`config.mk`:
```
export PLATFORM = sky130hd
export DESIGN_NAME = seq_mult_param
export DESIGN_NICKNAME = d
export VERILOG_FILES = /design/src/rtl/seq_mult_param.sv
export SDC_FILE = /design/constraint.sdc
export NUM_CORES = 1
export LEC_CHECK = 0
export BUFFER_PORTS_ARGS = -buffer_cell sky130_fd_sc_hd__buf_2
export CAP_MARGIN = 20
export CORE_ASPECT_RATIO = 1.25
export CORE_MARGIN = 2
export CORE_UTILIZATION = 55
export DETAILED_ROUTE_END_ITERATION = 7
export GPL_TIMING_DRIVEN = 0
export PLACE_DENSITY_LB_ADDON = 0.1
export REMOVE_ABC_BUFFERS = 1
export SLEW_MARGIN = 5
export SYNTH_ARGS = -nofsm -noshare
export SYNTH_HDL_FRONTEND = slang
export SYNTH_SLANG_ARGS = --single-unit
```
`constraint.sdc`:
```
create_clock -name Clock -period 5.55 [get_ports Clock]
set_clock_uncertainty 0.1 [all_clocks]
set_input_delay 0.8325 -clock Clock [delete_from_list [all_inputs] [get_ports Clock]]
set_output_delay 0.8325 -clock Clock [all_outputs]
set_load 0.03 [all_outputs]
```
`src/rtl/seq_mult_param.sv`:
```
// -----------------------------------------------------------------------------
// seq_mult_param
//
// Sequential shift-and-add multiplier with its control FSM.
// Both operands are reduced to magnitudes when the operation starts. The
// magnitudes are then multiplied with one add/shift step per clock. The sign
// is applied once, on the edge that leaves CALC. With EARLY_TERM=1 the loop
// stops as soon as the remaining multiplier bits are all zero.
//
// Parameters:
//   WIDTH       operand width (>= 2); the product is 2*WIDTH bits
//   EARLY_TERM  1 = stop when the remaining multiplier bits are zero
//   CW          width of iter_count
//
// Ports:
//   Clock        in   rising-edge clock
//   Reset_n      in   synchronous active-low reset
//   valid_data   in   start request, sampled in IDLE only
//   signed_mode  in   1 = two's-complement operands, sampled with a/b
//   a            in   multiplicand [WIDTH]
//   b            in   multiplier   [WIDTH]
//   ack          in   result consumed, sampled in DONE only
//   busy         out  registered, high while in CALC
//   done         out  registered, high while in DONE
//   product      out  registered result [2*WIDTH]
//   iter_count   out  CALC cycles used by the last operation [CW]
// -----------------------------------------------------------------------------
module seq_mult_param #(
    parameter int WIDTH      = 32,
    parameter bit EARLY_TERM = 1'b1,
    parameter int CW         = $clog2(WIDTH + 1)
) (
    input  logic                 Clock,
    input  logic                 Reset_n,
    input  logic                 valid_data,
    input  logic                 signed_mode,
    input  logic [WIDTH-1:0]     a,
    input  logic [WIDTH-1:0]     b,
    input  logic                 ack,
    output logic                 busy,
    output logic                 done,
    output logic [2*WIDTH-1:0]   product,
    output logic [CW-1:0]        iter_count
);

    typedef enum logic [1:0] {
        IDLE = 2'b00,
        CALC = 2'b01,
        DONE = 2'b10
    } state_t;

    localparam logic [CW-1:0]      CNT_ONE  = {{(CW-1){1'b0}}, 1'b1};
    localparam logic [CW-1:0]      CNT_LAST = CW'(WIDTH);
    localparam logic [2*WIDTH-1:0] P_ONE    = {{(2*WIDTH-1){1'b0}}, 1'b1};

    // Magnitude of an operand. For the most negative value the result
    // 2^(WIDTH-1) still fits unsigned in WIDTH bits, so no widening is needed.
    function automatic logic [WIDTH-1:0] magnitude(input logic [WIDTH-1:0] x,
                                                   input logic             is_signed);
        logic [WIDTH-1:0] m;
        if (is_signed && x[WIDTH-1]) begin
            m = (~x) + {{(WIDTH-1){1'b0}}, 1'b1};
        end else begin
            m = x;
        end
        return m;
    endfunction

    state_t               state_r;
    logic [2*WIDTH-1:0]   a_r;      // shifted multiplicand magnitude
    logic [WIDTH-1:0]     b_r;      // remaining multiplier magnitude bits
    logic [2*WIDTH-1:0]   acc_r;    // partial product of magnitudes
    logic [CW-1:0]        cnt_r;    // iterations done so far
    logic                 neg_r;    // result must be negated

    logic [2*WIDTH-1:0]   acc_next_s;
    logic [2*WIDTH-1:0]   a_next_s;
    logic [WIDTH-1:0]     b_next_s;
    logic [CW-1:0]        cnt_next_s;
    logic                 exit_s;
    logic [2*WIDTH-1:0]   result_s;

    // One shift-and-add step, and the exit test on the post-step values.
    always_comb begin
        acc_next_s = acc_r;
        a_next_s   = {a_r[2*WIDTH-2:0], 1'b0};
        b_next_s   = {1'b0, b_r[WIDTH-1:1]};
        cnt_next_s = cnt_r + CNT_ONE;
        exit_s     = 1'b0;
        result_s   = acc_r;

        if (b_r[0]) begin
            acc_next_s = acc_r + a_r;
        end else begin
            acc_next_s = acc_r;
        end

        // Early exit only looks at the multiplier bits left after this step.
        if (cnt_next_s == CNT_LAST) begin
            exit_s = 1'b1;
        end else if (EARLY_TERM && (b_next_s == {WIDTH{1'b0}})) begin
            exit_s = 1'b1;
        end else begin
            exit_s = 1'b0;
        end

        // Negating a zero accumulator wraps back to zero, so -0 never appears.
        if (neg_r) begin
            result_s = (~acc_next_s) + P_ONE;
        end else begin
            result_s = acc_next_s;
        end
    end

    // Control FSM, datapath registers and registered status outputs.
    always_ff @(posedge Clock) begin
        if (!Reset_n) begin
            state_r    <= IDLE;
            a_r        <= {(2*WIDTH){1'b0}};
            b_r        <= {WIDTH{1'b0}};
            acc_r      <= {(2*WIDTH){1'b0}};
            cnt_r      <= {CW{1'b0}};
            neg_r      <= 1'b0;
            busy       <= 1'b0;
            done       <= 1'b0;
            product    <= {(2*WIDTH){1'b0}};
            iter_count <= {CW{1'b0}};
        end else begin
            case (state_r)
                IDLE: begin
                    if (valid_data) begin
                        a_r     <= {{WIDTH{1'b0}}, magnitude(a, signed_mode)};
                        b_r     <= magnitude(b, signed_mode);
                        acc_r   <= {(2*WIDTH){1'b0}};
                        cnt_r   <= {CW{1'b0}};
                        neg_r   <= signed_mode & (a[WIDTH-1] ^ b[WIDTH-1]);
                        state_r <= CALC;
                        busy    <= 1'b1;
                        done    <= 1'b0;
                    end
                end
                CALC: begin
                    a_r   <= a_next_s;
                    b_r   <= b_next_s;
                    acc_r <= acc_next_s;
                    cnt_r <= cnt_next_s;
                    if (exit_s) begin
                        product    <= result_s;
                        iter_count <= cnt_next_s;
                        state_r    <= DONE;
                        busy       <= 1'b0;
                        done       <= 1'b1;
                    end
                end
                DONE: begin
                    // valid_data is ignored here, so a start needs a cycle in IDLE.
                    if (ack) begin
                        state_r <= IDLE;
                        done    <= 1'b0;
                    end
                end
                default: begin
                    // The unused encoding recovers to IDLE.
                    state_r <= IDLE;
                    busy    <= 1'b0;
                    done    <= 1'b0;
                end
            endcase
        end
    end

endmodule

```
Word level (Yosys, flattened, before mapping)
Index checks and enable logic that the tools add are counted.
{"block": "totals", "regBits": 241, "wordCells": 62, "input_bits": 69, "out_inout_bits": 72}
{"block": "op_classes", "n_eq_ne": 6, "n_reduce_logical": 10, "n_bitwise": 6, "muxes": 25, "addsub": 5}
{"operator": "$mux W64", "count": 4}
{"operator": "$pmux W64 S2", "count": 2}
{"operator": "$mux W32", "count": 3}
{"operator": "$add A32 B1 Y32 const B", "count": 2}
{"operator": "$add A64 B1 Y64 const B", "count": 1}
{"operator": "$add A64 B64 Y64", "count": 1}
{"operator": "$not A32 Y32", "count": 2}
{"operator": "$not A64 Y64", "count": 1}
{"operator": "$pmux W32 S2", "count": 1}
{"operator": "$logic_not A31 Y1", "count": 1}
{"operator": "$pmux W6 S2", "count": 1}
{"operator": "$mux W1", "count": 7}
{"operator": "$add A6 B1 Y6 const B", "count": 1}
{"operator": "$eq A6 B6 Y1 const B", "count": 1}
{"operator": "$mux W2", "count": 3}
{"operator": "$mux W6", "count": 1}
{"operator": "$ne A2 B2 Y1 const B", "count": 3}
{"operator": "$pmux W1 S3", "count": 2}
{"operator": "$pmux W2 S3", "count": 1}
{"operator": "$reduce_and A2 Y1", "count": 3}
{"operator": "$reduce_and A3 Y1", "count": 2}
{"operator": "$eq A2 B1 Y1 const B", "count": 1}
{"operator": "$eq A2 B2 Y1 const B", "count": 1}
{"operator": "$logic_and A1 B1 Y1", "count": 2}
{"operator": "5 further kinds", "count": 5}

Depth between registers and ports, before layout
{"block": "logic_depth", "depth_word": 5, "ltp_mapped": 16, "depth_no_buf": 15}

Worst setup path before layout
Ideal clock, no wire load.
{"block": "synth_timing", "path_type": "register to register", "from": "reg a_r[0]", "to": "reg product[54]", "path_slack_ps": 1348, "arrival_time_ps": 4028, "stages_incl_launch_ff": 16, "setup_time_ps": 74, "required_ps": 5376, "synth_period_minus_slack_ps": 4202, "path_cell_list": "dfxtp_1 -> ha_1 -> inv_1 -> fa_1 -> nor2b_2 -> o31a_4 -> o21a_4 -> a211oi_4 -> or4_4 -> and2_4 -> a221oi_4 -> and4b_1 -> nand2_1 -> or4_1 -> or4_1 -> a31oi_1"}
{"block": "synth_via", "elab_chain_len": 5}
{"element": "start, declared", "line": "70", "source": "logic [2*WIDTH-1:0] a_r;"}
{"element": "start signal, assigned", "line": "119", "source": "a_r <= {(2*WIDTH){1'b0}};"}
{"element": "start signal, assigned", "line": "132", "source": "a_r <= {{WIDTH{1'b0}}, magnitude(a, signed_mode)};"}
{"element": "start signal, assigned", "line": "143", "source": "a_r <= a_next_s;"}
{"element": "$add A64 B64 Y64 (*)", "line": "93", "source": "acc_next_s = acc_r + a_r;"}
{"element": "$mux W64 (*)", "line": "92", "source": "if (b_r[0]) begin"}
{"element": "$not A64 Y64", "line": "109", "source": "result_s = (~acc_next_s) + P_ONE;"}
{"element": "$add A64 B1 Y64", "line": "109"}
{"element": "$mux W64 (*)", "line": "108", "source": "if (neg_r) begin"}
{"element": "end signal, assigned", "line": "126", "source": "product <= {(2*WIDTH){1'b0}};"}
{"element": "end signal, assigned", "line": "148", "source": "product <= result_s;"}
{"element": "end, declared", "line": "42", "source": "output logic [2*WIDTH-1:0] product,"}
Mark *: on every way between the ends. The rest lies on a longest branch, timed or not.
A chain may end at the register's enable or synchronous reset.

Final worst setup path
{"block": "layout_timing", "from": "reg a_r[1]", "to": "reg product[55]"}
The elaborated chain is that of the path after synthesis.

==> impl_metrics.py <==
metrics = {
    "outcome": {
        "status": "finished clean",
    },
    "power_and_ir_drop": {
        "p_seq_share_pct": 40.8,
        "p_per_area_nw_per_um2": 228.8,
        "p_total_w": 0.004478,
        "switching_share_pct": 30.02,
        "vdd_drop_max_mv": 0.3335,
        "combPwrFrac_pct": 17.7,
        "p_int_w": 0.003133,
        "p_leak_nw": 7.406,
        "switchingPower_w": 0.001344,
        "clock_power_share_pct": 41.6,
    },
    "floorplan": {
        "rows": 73,
        "dieArea_um2": 33680,
        "dieWidth_um": 164.5,
        "die_h_um": 204.7,
        "initial_utilization_pct": 55.75,
        "core_area_um2": 31790,
        "io_pins": 141,
    },
    "clock_network": {
        "cts_buffers": 26,
        "worstSkewPairLatency_ns": 0.56,
        "cts_root_buf": "clkbuf_16",
        "cts_tree": "built",
        "cts_max_level": 1,
        "path_clk_slew_ns": 0.06,
        "clock_path_buffers": 3,
        "clock_sinks": 240,
    },
    "critical_path": {
        "cpLargestDelayFamily": "compound AO/OA/AOI/OAI gates",
        "cp-end-kind": "flip-flop",
        "cpMaxStageDelayCell": "o41ai_1",
        "critPathArrivalTime_ns": 5.65,
        "start_kind": "flip-flop",
        "crit_fanout": 9,
        "path_buf_inv": 0,
        "cpPeakStageDelay_ns": 0.64,
        "worst-setup-path-type": "reg2reg",
        "path_cells": "ha_1 > a211oi_2 > o211ai_1 > a21oi_2 > o21ai_0 > a21boi_1 > o211ai_1 > or3_1 > nor4_4 > nand3_1 > o41ai_1 > xor2_1 > o21ai_1",
        "cp.required_ns": 5.87,
        "cp.depth": 13,
        "ff2ff_path_depth": 13,
        "crit_path_frequent_cell": "o211ai_1",
    },
    "timing": {
        "fin_ws_ns": 0.2168,
        "holdWs_ns": 0.3435,
        "fmax_mhz": 187.5,
        "min_period_ns": 5.333,
        "slew_violations": 0,
        "period_share_pct": 96.09,
        "tightest_slew_ns": 0.9642,
        "rsz0062_at_grt": "false",
        "setup_viol": 0,
        "report.final.hold_viol_count": 0,
        "relSlewSlack_pct": 34.81,
    },
    "grt": {
        "grtUsageTotal_pct": 34.74,
        "grt_pass1_vias": 17450,
        "grt_pass1_wl_um": 93000,
        "grt.overflow.total": 0,
        "grt_max_degree": 154,
        "antenna_found_initial": 0,
    },
    "yosys": {
        "syn_avg_cell_area_um2": 7.244,
        "yosys.area_share.adder_pct": 4.844,
        "synthMuxAreaShare_pct": 1.398,
        "postSynthCellCount": 2446,
        "ys.flop_type": "dfxtp_1",
        "yosysUniqueCellTypes": 104,
        "synth_xor_area_share_pct": 6.327,
        "ys.warnings.count": 0,
        "syn_area_um2": 17720,
        "yosys.area_share.simple_pct": 25.74,
        "synth_top_family_by_area": "compound AO/OA/AOI/OAI gates",
        "synth-edff-count": 0,
        "yosysSeqAreaShare_pct": 27.11,
        "synthArstFlopShare_pct": 0,
        "synth-seq-cells": 240,
        "synth_compound_area_share_pct": 29.88,
    },
    "place": {
        "port_buffers": 140,
        "place_congestion": 0.9843,
        "placed_cells": 2841,
        "place.detailed.hpwl_um": 45220,
        "pre_cts_slack_ns": 0.004987,
    },
    "hold_path": {
        "min_path_type": "reg2reg",
        "min_path_cells": 2,
    },
    "routing": {
        "wl_um": 59260,
        "antenna_left": 0,
        "vias": 18530,
        "firstDrtPassIters": 5,
        "viasPerCell": 6.414,
        "drc": 0,
        "post_drt_wl_per_cell_um": 20.51,
        "drt_iter0_markers": 1312,
    },
    "run": {
        "drv_cap": 0,
    },
    "finish": {
        "layout-drive-gt1-share_pct": 11.34,
        "diodes": 0,
        "post-route-util_pct": 61.57,
        "num-nets-final": 2594,
        "fillers": 2958,
        "layout.cells.non_filler": 2889,
        "area_growth_pct": 10.44,
    },
}
-- sequential cells by signal (all words and copies together) (netlist names), 6 cells and up --
register    count
a_r            64
acc_r          64
b_r            32
cnt_r           6
iter_count      6
product        64
-- layout make-up --
type	count	area [µm²]	share of cell area, %
timing repair buffer	156	1028	5.255
inverter	35	141.4	0.7225
clock inverter	11	148.9	0.7608
tap	412	515.5	2.634
sequential	240	4810	24.58
multi-input combinational	1998	12160	62.16
clock buffer	37	762.0	3.894
-- power by group through the flow --
stage / registers, W / logic [W] / clock network, W
floorplan: 0.00186 / 0.000502 / 0
global placement: 0.00188 / 0.000721 / 0
detailed placement: 0.00186 / 0.000778 / 0
CTS: 0.00182 / 0.000781 / 0.00188
global route: 0.00183 / 0.000867 / 0.00195
finish: 0.00183 / 0.000792 / 0.00186
-- worst reg2reg max path, stage by stage, from the launching register on --
cell	delay (ns)
dfxtp_1	0.33
ha_1	0.33
a211oi_2	0.34
o211ai_1	0.24
a21oi_2	0.38
o21ai_0	0.35
a21boi_1	0.42
o211ai_1	0.40
or3_1	0.53
nor4_4	0.44
nand3_1	0.44
o41ai_1	0.64
xor2_1	0.19
o21ai_1	0.07
-- routing by layer --
metal / GRT usage (%) / share of wire, %
met2: 61.70 / 49
met5: 0 / 0
met3: 3.584 / 4.7
met1: 39.05 / 38
met4: 22.95 / 7.4
-- cells by family after synthesis --
group                    after synthesis
AND/OR/NAND/NOR                      962
AO/OA/AOI/OAI                        816
flip-flops                           240
buffers and inverters                208
XOR/XNOR                             128
adder cells (fa/ha/maj)               68
multiplexers                          24
-- worst paths after layout --
path               startpoint           to  slack [ns]
setup / recovery       a_r[1]  product[55]        0.22
hold / removal    product[55]  product[55]        0.34
setup reg to reg       a_r[1]  product[55]        0.22
hold reg to reg   product[55]  product[55]        0.34
-- per-stage QoR --
step	TNS [ns]	area [µm²]
after detailed placement	0	18630
after global routing	0	19570
after global placement	-1345.04	18230
after CTS	0	19540
after floorplan	-325.84	17020
final	0	19570
-- cell usage in the layout (no fill, tap or decap), types with 17 or more instances in the layout --
cell and count:
o31ai_1 24, xor2_1 52, nor2_1 220, nor4_1 25, a22oi_1 67, nand2_1 343, o21ai_1 22, nand2b_1 17
nor3_1 46, xnor2_1 76, a21oi_1 294, clkbuf_16 26, a211oi_1 29, dfxtp_1 238, nand4_1 45, buf_2 142
mux2i_1 18, nor2b_1 17, a21o_1 26, o21ai_0 112, nand3_1 109, or3_1 31, a31oi_1 55, inv_1 33
ha_1 67, and3_1 23
-- what timing repair did --
item,4_1_cts,5_1_grt
endpoints found under the setup margin,2,7
cloned,0,0
resized for setup,1,6
setup buffers,0,0
hold buffers,0,0
-- cells in the mapped netlist (all sizes together), types with 10 or more instances --
| cell | count | area share [%] |
|---|---|---|
| a211o | 10 | 0.49 |
| a211oi | 34 | 1.6 |
| a21boi | 12 | 0.53 |
| a21o | 26 | 1.1 |
| a21oi | 300 | 8.6 |
| a221oi | 12 | 0.83 |
| a22oi | 67 | 2.8 |
| a31oi | 58 | 2.1 |
| and3 | 23 | 0.81 |
| and4 | 15 | 0.74 |
| buf | 53 | 1.4 |
| clkbuf | 120 | 2.5 |
| dfxtp | 240 | 27 |
| ha | 67 | 4.7 |
| inv | 35 | 0.74 |
| mux2i | 18 | 1.0 |
| nand2 | 346 | 7.4 |
| nand2b | 20 | 0.71 |
| nand3 | 109 | 3.1 |
| nand4 | 45 | 1.6 |
| nor2 | 224 | 4.8 |
| nor2b | 20 | 0.72 |
| nor3 | 49 | 1.4 |
| nor4 | 27 | 1.1 |
| o211ai | 16 | 0.68 |
| o21a | 17 | 0.76 |
| o21ai | 139 | 4.0 |
| o31ai | 24 | 1.0 |
| o41ai | 17 | 0.88 |
| or3 | 31 | 1.1 |
| or4 | 10 | 0.49 |
| xnor2 | 76 | 3.8 |
| xor2 | 52 | 2.6 |
(Power assumes the default switching activity.)
